--- config.mk ---
export PLATFORM = sky130hd
export DESIGN_NAME = instr_encoder
export DESIGN_NICKNAME = d
export VERILOG_FILES = /design/src/rtl/instr_encoder.sv
export SDC_FILE = /design/constraint.sdc
export NUM_CORES = 1
export LEC_CHECK = 0
export BUFFER_PORTS_ARGS = -buffer_cell sky130_fd_sc_hd__buf_2
export CORE_MARGIN = 2
export CORE_UTILIZATION = 50
export CTS_CLUSTER_SIZE = 16
export DETAILED_ROUTE_END_ITERATION = 12
export PLACE_DENSITY = 0.82
export SYNTH_ARGS = -nofsm -noshare
export SYNTH_HDL_FRONTEND = slang
export SYNTH_SLANG_ARGS = --single-unit
--- constraint.sdc ---
create_clock -name clk -period 3.5 [get_ports clk]
set_clock_uncertainty 0.05 [all_clocks]
set_input_delay 0.525 -clock clk [delete_from_list [all_inputs] [get_ports clk]]
set_output_delay 0.525 -clock clk [all_outputs]
set_load 0.02 [all_outputs]
--- src/rtl/instr_encoder.sv ---
// ---------------------------------------------------------------------------
// instr_encoder
//
// Packs opcode, register, function and immediate fields into a 32-bit RV32I
// instruction word. This is the inverse of the core's immediate extraction
// path. Each encoded word is held in a single output register behind a
// valid/ready handshake. The word is tagged with a sequential byte address
// and flagged when its immediate cannot be represented in the selected format.
//
// Ports:
//   clk        clock, all state updates on the rising edge
//   rst        synchronous active-high reset
//   restart    synchronous; reloads the address counter, clears err_cnt
//   in_valid   input fields valid
//   in_ready   encoder can accept fields this cycle
//   opcode     7-bit instruction opcode
//   rd         destination register
//   rs1, rs2   source registers
//   funct3     funct3 field
//   funct7     funct7 field (R-type only)
//   imm        immediate in extended form (B/J in halfword units, U full)
//   out_valid  out_word valid
//   out_ready  consumer accepts out_word
//   out_word   encoded instruction
//   out_addr   byte address of out_word
//   out_err    immediate not representable, or illegal opcode
//   err_cnt    saturating count of emitted words with out_err set
// ---------------------------------------------------------------------------
module instr_encoder #(
   parameter int                ADDR_W    = 32,
   parameter logic [ADDR_W-1:0] BASE_ADDR = '0,
   parameter int                ERR_W     = 8
) (
   input  logic              clk,
   input  logic              rst,
   input  logic              restart,
   input  logic              in_valid,
   output logic              in_ready,
   input  logic [6:0]        opcode,
   input  logic [4:0]        rd,
   input  logic [4:0]        rs1,
   input  logic [4:0]        rs2,
   input  logic [2:0]        funct3,
   input  logic [6:0]        funct7,
   input  logic [31:0]       imm,
   output logic              out_valid,
   input  logic              out_ready,
   output logic [31:0]       out_word,
   output logic [ADDR_W-1:0] out_addr,
   output logic              out_err,
   output logic [ERR_W-1:0]  err_cnt
);

   localparam logic [6:0] OP_R      = 7'b0110011;
   localparam logic [6:0] OP_LOAD   = 7'b0000011;
   localparam logic [6:0] OP_IMM    = 7'b0010011;
   localparam logic [6:0] OP_JALR   = 7'b1100111;
   localparam logic [6:0] OP_STORE  = 7'b0100011;
   localparam logic [6:0] OP_BRANCH = 7'b1100011;
   localparam logic [6:0] OP_JAL    = 7'b1101111;
   localparam logic [6:0] OP_LUI    = 7'b0110111;
   localparam logic [6:0] OP_AUIPC  = 7'b0010111;
   localparam logic [31:0] NOP_WORD = 32'h0000_0013;

   logic              outValid_q, outValid_d;
   logic [31:0]       outWord_q,  outWord_d;
   logic              outErr_q,   outErr_d;
   logic [ADDR_W-1:0] addr_q,     addr_d;
   logic [ERR_W-1:0]  errCnt_q,   errCnt_d;

   logic [31:0] encWord;
   logic        encErr;
   logic        immFits12;
   logic        immFits20;
   logic        accept;
   logic        xfer;

   // An immediate fits a 12-bit (or 20-bit) signed field when every bit from
   // the field's sign bit upward is a copy of that sign bit.
   always_comb begin
      immFits12 = (&imm[31:11]) || !(|imm[31:11]);
      immFits20 = (&imm[31:19]) || !(|imm[31:19]);
   end

   // Format selection and bit packing. Out-of-range immediates are still
   // packed with their low bits so the loader can see what was truncated;
   // unknown opcodes collapse to a NOP so a bad image never executes garbage.
   always_comb begin
      encWord = NOP_WORD;
      encErr  = 1'b1;
      case (opcode)
         OP_R: begin
            encWord = {funct7, rs2, rs1, funct3, rd, opcode};
            encErr  = 1'b0;
         end
         OP_LOAD, OP_IMM, OP_JALR: begin
            encWord = {imm[11:0], rs1, funct3, rd, opcode};
            encErr  = !immFits12;
         end
         OP_STORE: begin
            encWord = {imm[11:5], rs2, rs1, funct3, imm[4:0], opcode};
            encErr  = !immFits12;
         end
         OP_BRANCH: begin
            encWord = {imm[11], imm[9:4], rs2, rs1, funct3, imm[3:0], imm[10], opcode};
            encErr  = !immFits12;
         end
         OP_JAL: begin
            encWord = {imm[19], imm[9:0], imm[10], imm[18:11], rd, opcode};
            encErr  = !immFits20;
         end
         OP_LUI, OP_AUIPC: begin
            encWord = {imm[31:12], rd, opcode};
            encErr  = |imm[11:0];
         end
         default: begin
            encWord = NOP_WORD;
            encErr  = 1'b1;
         end
      endcase
   end

   // Handshake: the single holding register can take a new word whenever it
   // is empty or is being emptied this same cycle, giving full throughput.
   always_comb begin
      in_ready = !outValid_q || out_ready;
      accept   = in_valid && in_ready;
      xfer     = outValid_q && out_ready;
   end

   // Next-state for the holding register. A simultaneous transfer and accept
   // simply reloads the register, so out_valid stays high.
   always_comb begin
      outValid_d = outValid_q;
      outWord_d  = outWord_q;
      outErr_d   = outErr_q;
      if (accept) begin
         outValid_d = 1'b1;
         outWord_d  = encWord;
         outErr_d   = encErr;
      end else if (xfer) begin
         outValid_d = 1'b0;
      end
   end

   // Address and error counters advance only on an output transfer. The
   // address wraps naturally at 2^ADDR_W; the error count sticks at all-ones.
   // restart wins over any advance in the same cycle but leaves the held
   // word alone.
   always_comb begin
      addr_d   = addr_q;
      errCnt_d = errCnt_q;
      if (xfer) begin
         addr_d = addr_q + ADDR_W'(4);
         if (outErr_q && !(&errCnt_q)) begin
            errCnt_d = errCnt_q + ERR_W'(1);
         end
      end
      if (restart) begin
         addr_d   = BASE_ADDR;
         errCnt_d = '0;
      end
   end

   // State registers with synchronous reset; reset drops any held word.
   always_ff @(posedge clk) begin
      if (rst) begin
         outValid_q <= 1'b0;
         outWord_q  <= '0;
         outErr_q   <= 1'b0;
         addr_q     <= BASE_ADDR;
         errCnt_q   <= '0;
      end else begin
         outValid_q <= outValid_d;
         outWord_q  <= outWord_d;
         outErr_q   <= outErr_d;
         addr_q     <= addr_d;
         errCnt_q   <= errCnt_d;
      end
   end

   // Outputs come straight from the registers.
   always_comb begin
      out_valid = outValid_q;
      out_word  = outWord_q;
      out_err   = outErr_q;
      out_addr  = addr_q;
      err_cnt   = errCnt_q;
   end

endmodule

Word-level counts from Yosys, hierarchy flattened

Cells that the tools add are included.
W data, S select, Z words.

Register bits: 74
Bits of input ports: 69
Output and inout bits: 75
Logic and storage cells: 44

Add/subtract/negate cells: 2
Equality and inequality tests: 9
Mux-type cells: 4
Reductions and logical operators: 24

Operators with widths:

| kind                    | count |
|---|---|
| $pmux W32 S6            | 1 |
| $add A32 B3 Y32 const B | 1 |
| $eq A7 B6 Y1 const B    | 3 |
| $eq A7 B7 Y1 const B    | 3 |
| $reduce_and A21 Y1      | 1 |
| $reduce_or A21 Y1       | 1 |
| $eq A7 B5 Y1 const B    | 2 |
| $reduce_and A13 Y1      | 1 |
| $reduce_or A13 Y1       | 1 |
| $reduce_or A12 Y1       | 1 |
| $add A8 B1 Y8 const B   | 1 |
| $reduce_and A8 Y1       | 1 |
| $eq A7 B2 Y1 const B    | 1 |
| $logic_not A1 Y1        | 6 |
| $reduce_or A5 Y1        | 1 |
| $pmux W1 S4             | 1 |
| $reduce_or A2 Y1        | 2 |
| $logic_and A1 B1 Y1     | 3 |
| $logic_or A1 B1 Y1      | 3 |
| $reduce_or A3 Y1        | 1 |
| $mux W1                 | 2 |
| $reduce_and A2 Y1       | 1 |
| $reduce_bool A2 Y1      | 1 |

Depth between registers and ports, before layout

Gate-level depths: netlist of run 1.

Depth in word-level cells: 5
Mapped depth: 8
Depth with buffers taken out: 6

Least setup slack after synthesis of run 1

No wires, ideal clock.

Path kind: input port to flip-flop
From: input port opcode[5]
To: register outWord_q[10], in the netlist out_word[10]
Setup time: 135 ps
Arrival: 1845 ps
Data required time: 3315 ps
Slack: 1470 ps
Cell stages on the path: 7
Buffers on the path: 2
Cell sequence: clkbuf_2 -> and3b_1 -> and3_4 -> buf_6 -> or4_4 -> nand2_1 -> a211oi_2

Word-level cells in the longest chain between the ends: 3
Elaborated cells between the ends (all ways): 12
Those cells by class: eq/ne: 9; mux: 1; reduce/logical: 2

RTL lines:

| element                                                     | line | source |
|---|---|---|
| start, declared                                             | 39   | `input logic [6:0] opcode,` |
| $eq A7 B2 Y1, or another cell as far along                  | 91   | `case (opcode)` |
| $reduce_or A3 Y1 / $reduce_or A2 Y1 (equally long branches) | 91   |  |
| $pmux W32 S6 *                                              | 91   |  |
| end signal, assigned                                        | 175  | `outWord_q <= outWord_d;` |
| end, declared                                               | 66   | `logic [31:0] outWord_q, outWord_d;` |

Every way passes the cells marked *; elsewhere a longest branch is shown, timed or not.
A chain may end at the register's enable or synchronous reset.

Worst setup path in the final report of run 1

From: input port opcode[6]
To: register outWord_q[7], in the netlist out_word[7]

Same word-level chain as after synthesis.

==> results.md, run 1 <==
- Status: complete, no violations
- Worst-margin pin slew: 869 ps
- Syn-to-layout area delta: 25.6%
- Post-synth cell types: 53
- Site Rows: 31
- Routability cong.: 0.947
- Cts hold-fix bufs: 0
- P_leak: 1.96 nW
- Dpl ws: 1100 ps
- Largest net degree at the start of global routing: 39
- ANT cells: 0
- Post-Syn Area: 3670 µm²
- Sw Share: 24.3%
- CTS tree: built
- Layout cells sized above 1: 31.6%
- Io pins: 144
- Crit path time final: 2100 ps
- DPL Wire Length: 7820 µm
- Die area: 8050 µm²
- Internal: 1.30 mW
- Core ar.: 7180 µm²
- Final setup margin: 1400 ps
- Dominant cells by area after synthesis: dfxtp_1 39%, a22o_1 6.4%, nor2_1 5.2%
- Max Fclk: 0.476 GHz
- Starting density of the core: 51.2%
- Hold WC Path Type: in -> reg
- Sequential cell fraction of total power: 48.3%
- Commonest cells post-synth: 72 x dfxtp_1, 51 x nor2_1, 38 x nand2_1, 27 x a22o_1, 25 x a21oi_1
- Flops & latches, synth: 72
- Critical path data arrival time: 2260 ps
- Required @ worst endpoint: 3660 ps
- IR drop worst, VDD: 0.000184 V
- Worst-path clk slew: 70 ps
- Pwr Density: 372 nW/µm²
- Area leader, netlist: dfxtp_1
- Critical path class: in -> reg
- Final layout net count: 627
- CP delay by family, top: simple AND/OR/NAND/NOR gates
- IO Port Bufs: 141
- Gr usage total: 25.2%
- Die X: 89.7 µm
- CP peak stage delay: 690 ps
- Post-CTS Setup Repair Bufs: 0
- Vias: 3846
- Sw power: 0.417 mW
- Worst Setup End Kind: flip-flop
- WL per Instance: 15.7 µm
- CTS Buffer Depth: 2
- First-pass GRT wire length: 16900 µm
- CP max FO: 23
- Fillers: 655
- Count leader, synth: dfxtp_1
- Gr ovfl total: 0
- Die height: 89.7 µm
- Final core occ: 64.3%
- Max Cap Viol: 0
- Max Transition Viols Final: 0
- Via density: 5.83
- CTS Root Cell: clkbuf_8
- Power, Total: 1.72 mW
- Final Cycle Share: 60.1%
- Vias in the first global route: 3523
- Total Wirelength: 10400 µm
- Ys async rst share: 0%
- Slowest library cell on the worst path: or4_4
- RSZ-0062 raised after global routing: false
- Top_reg_cell synth: dfxtp_1
- Skew-Pair Late Insertion Delay: 340 ps
- Sequential area share after synthesis: 39.2%
- EDFF count, synth: 0
- Final Hold Viols: 0
- Post-route cell area: 4620 µm²
- DP Area: 4400 µm²
- Final Setup Violations: 0
- Synth top area share: 39.2%
- # DRC: 0
- CP Launch Type: input pin
- Max H-tree Level: 3
- Clock sinks: 72
- Post-Syn Area per Cell: 8.68 µm²
- 1st-pass router iterations: 6
- DRT antenna net count: 0
- WP buf/inv: 1
- Yosys warning count: 0
- Rel. slew slack: 41.8%
- Final Instance Count excl. Fillers: 660
- Total CTS buffers: 9
- Initial DRC count: 230
- Initial antenna violation count: 0
- Clk pwr share: 43.0%
- Post-CTS sizing: 0
- Gate power share: 8.8%
- Crit path cell chain: buf_2, and3b_1, and2_1, or4_4, nand2_1, a211oi_2
- Setup_tns: 0 ps
- Cells after Synth: 423
- Post-Place Cells: 644
- Fin Hold WS: 382 ps
[cells by family after synthesis]
kind of cell	after synthesis	share of synthesized area (%)
multiplexers	2	0.545
other	1	0.102
AND/OR/NAND/NOR	179	25.1
buffers and inverters	28	4.16
flip-flops	72	39.2
adder cells (fa/ha/maj)	2	0.681
AO/OA/AOI/OAI	109	23.0
XOR/XNOR	30	7.15
[final timing paths]
kind / startpoint / end / slack [ps] / cells past startpoint
min: in_valid / out_valid / 380 / 3
min reg2reg: out_word[1] / out_word[1] / 430 / 2
max: opcode[6] / out_word[7] / 1400 / 6
max reg2reg: out_addr[4] / out_addr[31] / 1420 / 5
[power groups by stage]
stage / registers (mW) / clock network (mW) / logic [mW]
after floorplan: 0.855 / 0 / 0.0675
after global placement: 0.848 / 0 / 0.147
after detailed placement: 0.848 / 0 / 0.149
after CTS: 0.829 / 0.745 / 0.149
after global routing: 0.830 / 0.791 / 0.164
final: 0.829 / 0.738 / 0.151
[layer usage]
metal / GRT usage, % / up-vias / wire (µm)
met4: 7.31 / 0 / 162
met2: 42.9 / 165 / 4990
met3: 5.87 / 15 / 871
li1: - / 1847 / -
met5: 0 / - / 0
met1: 32.1 / 1819 / 4360
[cell usage in the layout, fill, tap and decap left out, drive strengths merged, types with 3 or more instances in the layout]
master	count
nand3b	3
a22oi	20
xor2	21
nor3	13
a221o	6
nand3	18
and3	5
a211oi	8
and3b	3
buf	144
o21ai	7
nand4	14
nand2	38
inv	6
and2	4
nor2	51
xnor2	9
and4	5
a222oi	5
a22o	27
a21oi	26
clkbuf	11
or3	7
nor4	11
dfxtp	72
[state kept, by name (all words and copies together), names as in the netlist]
signal and flops:
out_word 32, out_err 1, err_cnt 8, out_addr 30, out_valid 1
[worst reg2reg max path: cells and delay by family (launching register included)]
kind             cells  cell delay, ps
AND/OR/NAND/NOR      4            1390
flip-flops           1             430
AO/OA/AOI/OAI        1             130
[final cells by class]
type,instances,area (µm²),area share (%)
clock buffers,11,141,3.06
clock inverters,5,78.8,1.71
inverters,5,18.8,0.407
multi-input cells,324,2080,45.1
flip-flops and latches,72,1440,31.2
well taps,99,124,2.68
repair buffers,144,728,15.8
Power figures use the tool's default switching activity.
==> run 2: changes to the inputs <==
CORE_UTILIZATION = 49   (was 50)
PLACE_DENSITY = 0.8   (was 0.82)
clock period = 2.06 ns   (was 3.5 ns; I/O delays follow)
==> run 2 against run 1 <==
Effect of this change: wire length increased by 3.6%; critical endpoint is now out_addr[31]; critical path depth decreased by 1; design area increased by 2.7%; largest power group unchanged; largest cell class unchanged; clock power increased by 52%; register-to-register slack got worse by 1200 ps; via count increased by 1.8%; total power increased by 63%; count of clock-buffer cells in the layout decreased by 1; non-clock buffer count increased by 19; sequential power increased by 70%; die area increased by 1.9%; highest routed layer unchanged; worst setup slack got worse by 1100 ps.
==> results.md, run 2 (synthesis gave the netlist of run 1 again) <==
- Worst r2r src: out_addr[11]
- Worst-path clk slew: 80 ps
- Crit path time final: 1790 ps
- RR Endpoint: out_addr[31]
- Vias in the first global route: 3699
- DRT antenna net count: 0
- Largest net degree at the start of global routing: 39
- Worst-margin pin slew: 843 ps
- Max Transition Viols Final: 0
- CTS Buffer Depth: 2
- Initial DRC count: 300
- Initial antenna violation count: 0
- Final Setup Violations: 0
- Skew-Pair Late Insertion Delay: 340 ps
- Gate power share: 9.6%
- Max reg flops: 32
- Die area: 8210 µm²
- Layout cells sized above 1: 34.0%
- Final core occ: 65.4%
- CP Launch Type: flip-flop
- Via density: 5.77
- Most common cell after layout, fill and taps aside: buf_2
- Critical path class: reg -> reg
- IR drop worst, VDD: 0.000355 V
- CTS tree: built
- DP Area: 4540 µm²
- Clk pwr share: 40.0%
- IO Port Bufs: 141
- Sequential cell fraction of total power: 50.4%
- Hold WC Path Type: in -> reg
- Total CTS buffers: 9
- Final Hold Viols: 0
- Sw power: 0.707 mW
- Post-Place Cells: 663
- Core ar.: 7250 µm²
- 1st-pass router iterations: 5
- Final Cycle Share: 86.9%
- Starting density of the core: 50.6%
- WHS Path Cells: 3
- Commonest cells after routing, fill and taps aside: 141 x buf_2, 72 x dfxtp_1, 51 x nor2_1
- Vias: 3916
- Gr ovfl total: 0
- Worst Setup End Kind: flip-flop
- HP Start: rd[4]
- Total Wirelength: 10800 µm
- Clock sinks: 72
- Routability cong.: 0.928
- Pwr Density: 590 nW/µm²
- CTS Root Cell: clkbuf_8
- Max H-tree Level: 3
- Cts hold-fix bufs: 0
- Critical path data arrival time: 2020 ps
- WL per Instance: 15.8 µm
- P_leak: 2.04 nW
- CP max FO: 7
- Sw Share: 25.3%
- First-pass GRT wire length: 17300 µm
- # DRC: 0
- Io pins: 144
- Status: complete, no violations
- Max Fclk: 0.558 GHz
- Site Rows: 31
- Required @ worst endpoint: 2290 ps
- Max Cap Viol: 0
- Reg2reg path depth: 5
- Internal: 2.09 mW
- Die X: 90.6 µm
- R2R Setup Slk: 270 ps
- Die height: 90.6 µm
- Post-route cell area: 4740 µm²
- Syn-to-layout area delta: 29.1%
- Fillers: 647
- Final layout net count: 646
- Worst hold path endpoint: out_word[11]
- Final Instance Count excl. Fillers: 679
- DPL Wire Length: 8170 µm
- Setup_tns: 0 ps
- RSZ-0062 raised after global routing: false
- Fin Hold WS: 177 ps
- Gr usage total: 25.6%
- Rel. slew slack: 43.6%
run 2: how the worst max path moves through the flow:
stage / endpoint / depth (start not counted) / slack [ps] / from
2_1_floorplan: out_addr[26] / 6 / 210 / out_addr[2]
3_3_place_gp: out_word[5] / 6 / -20 / opcode[4]
3_5_place_dp: out_word[5] / 6 / -70 / opcode[4]
4_1_cts: out_addr[31] / 5 / 140 / out_addr[11]
5_1_grt: out_addr[31] / 5 / 90 / out_addr[11]
6_report: out_addr[31] / 5 / 270 / out_addr[11]
run 2: what timing repair did:
item                       4_1_cts  5_1_grt
setup endpoints to repair        0        4
gates resized for setup          0        1
setup buffers                    0        0
run 2: area by class of cell:
| type | instances | area [µm²] | share of cell area [%] |
|---|---|---|---|
| diodes | 1 | 2.50 | 0.0528 |
| clock buffers | 10 | 138 | 2.90 |
| clock inverters | 5 | 57.6 | 1.21 |
| inverters | 5 | 18.8 | 0.396 |
| multi-input cells | 324 | 2090 | 44.0 |
| flip-flops and latches | 72 | 1440 | 30.4 |
| well taps | 99 | 124 | 2.61 |
| repair buffers | 163 | 871 | 18.4 |
run 2: power by group through the flow:
stage               clock network, mW  logic [mW]  registers (mW)
floorplan                           0       0.115            1.45
global placement                    0       0.261            1.44
detailed placement                  0       0.263            1.44
CTS                              1.14       0.264            1.41
global route                     1.20       0.289            1.41
finish                           1.12       0.268            1.41
run 2: metrics by stage:
| stage | worst slack [ps] | total power, mW |
|---|---|---|
| finish | 269 | 2.80 |
| global route | 93.3 | 2.90 |
| global placement | -18.9 | 1.70 |
| floorplan | 215 | 1.57 |
| CTS | 144 | 2.81 |
| detailed placement | -71.5 | 1.70 |
run 2: routing by layer:
layer / global-route usage, % / vias to the layer above / wire (µm)
met2: 43.5 / 148 / 5110
met5: 0 / - / 0
li1: - / 1884 / -
met4: 7.18 / 0 / 243
met1: 31.8 / 1859 / 4640
met3: 6.84 / 25 / 770
run 2: critical path, stage by stage (launching register included):
cell     delay (ps)
dfxtp_1         450
nand4_1         180
nor3_2          320
nand3_1         210
or3_1           380
a21oi_1         130
==> run 3: changes to the inputs <==
==> constraint.sdc (replaced) <==
create_clock -name clk -period 2.06 [get_ports clk]
set_clock_uncertainty 0.05 [all_clocks]
set_input_delay 0 -clock clk [delete_from_list [all_inputs] [get_ports clk]]
set_output_delay 0 -clock clk [all_outputs]
set_load 0.02 [all_outputs]
==> run 3 against run 2 <==
Effect of this change: critical path depth is 1 higher; sequential power is essentially flat; non-clock buffer count grew 28; die area unchanged; design area increased by 7.4%; wire length up 3.9%; worst setup slack worse by 160 ps; largest cell class unchanged.
==> results.md, run 3 (synthesis gave the netlist of run 1 again) <==
- 1st-pass router iterations: 6
- Routability cong.: 0.906
- Rel. slew slack: 44.6%
- Io pins: 144
- Final Cycle Share: 94.5%
- Core ar.: 7250 µm²
- Starting density of the core: 50.6%
- Largest net degree at the start of global routing: 39
- Max Cap Viol: 0
- Total CTS buffers: 9
- Final setup margin: 114 ps
- Setup_tns: 0 ps
- Final Hold Viols: 0
- Final Instance Count excl. Fillers: 707
- IO Port Bufs: 141
- Worst-margin pin slew: 827 ps
- Critical path data arrival time: 2140 ps
- Final core occ: 70.2%
- P_leak: 2.19 nW
- Max Transition Viols Final: 0
- Final layout net count: 674
- Max Fclk: 0.514 GHz
- WL per Instance: 15.8 µm
- Die area: 8210 µm²
- CP Launch Type: flip-flop
- Crit path time final: 1950 ps
- Layout cells sized above 1: 31.6%
- Site Rows: 31
- First-pass GRT wire length: 18800 µm
- CTS tree: built
- RSZ-0062 raised after global routing: false
- Total Wirelength: 11200 µm
- Vias: 4139
- DPL Wire Length: 8020 µm
- Post-Place Cells: 655
- Worst-path clk slew: 90 ps
- Gr ovfl total: 0
- IR drop worst, VDD: 0.000537 V
- Most common cell after layout, fill and taps aside: buf_2
- Final Setup Violations: 0
- Status: complete, no violations
- Via density: 5.85
- CTS Buffer Depth: 2
- Fillers: 591
- Hold WC Path Type: in -> reg
- # DRC: 0
- CP max FO: 23
- Worst Setup End Kind: flip-flop
- Max H-tree Level: 3
- Initial antenna violation count: 0
- Commonest cells after routing, fill and taps aside: 141 x buf_2, 71 x dfxtp_1, 51 x nor2_1
- Die X: 90.6 µm
- Vias in the first global route: 4002
- DRT antenna net count: 0
- Syn-to-layout area delta: 38.7%
- Critical path class: reg -> reg
- Max reg flops: 32
- CTS Root Cell: clkbuf_8
- Pwr Density: 604 nW/µm²
- Clock sinks: 72
- Dpl ws: 230 ps
- Die height: 90.6 µm
- ANT cells: 0
- Initial DRC count: 306
- Skew-Pair Late Insertion Delay: 350 ps
- Required @ worst endpoint: 2250 ps
- Gr usage total: 27.6%
## run 3: changes by cell type in the layout (fill, tap and decap cells not counted), sizes merged
cell / delta
diode: -1
clkinv: -3
clkinvlp: +1
buf: -7
bufinv: +2
dlygate4sd3: +35
inv: +1
## run 3: per-stage QoR
stage	hold WS [ps]	area [µm²]	total power, mW
final	30.4	5090	3.08
after global routing	22.4	5090	3.20
after CTS	1.20	5070	3.09
after detailed placement	225	4480	1.70
after global placement	206	4480	1.69
after floorplan	29.3	3680	1.57
## run 3: path summary, 6_finish.rpt
| check | from | end | slack, ps | cells after the start |
|---|---|---|---|---|
| min reg2reg | out_word[22] | out_word[22] | 440 | 1 |
| min | rs1[2] | out_word[17] | 30 | 4 |
| max | out_valid | out_word[9] | 110 | 6 |
| max reg2reg | out_valid | out_word[9] | 110 | 6 |
## run 3: what timing repair did
item                                   4_1_cts  5_1_grt
setup endpoints to repair                    0        3
hold buffers                                35        0
buffers inserted                             0        1
endpoints found under the hold margin       28        0
gates resized for setup                      0        5
## run 3: worst max-delay path, cell delays in order (launching register included)
cell and delay (ps):
dfxtp_2 340, nand2b_1 130, nand2_2 90, buf_8 170
a222oi_1 380, a211oi_2 120, dlygate4sd3_1 580
## run 3: layer usage
layer / up-vias / track usage [%] / wire (µm)
li1: 1937 / - / -
met1: 1925 / 34.1 / 4670
met2: 236 / 46.3 / 5330
met3: 41 / 6.93 / 832
met4: 0 / 10.3 / 342
met5: - / 0 / 0
## run 3: layout make-up
cell class                 count  area, µm²  area share (%)
multi-input combinational    324       2090            41.0
sequential                    72       1440            28.3
timing repair buffer         191       1180            23.1
clock buffer                  10        128            2.51
tap                           99        124            2.43
clock inverter                 6        115            2.26
inverter                       5       18.8           0.368
## run 3: power by group
| part | total, mW | internal [mW] | switching, mW |
|---|---|---|---|
| combinational | 0.314 | 0.137 | 0.177 |
| clock | 1.35 | 0.811 | 0.542 |
| sequential | 1.41 | 1.40 | 0.00804 |
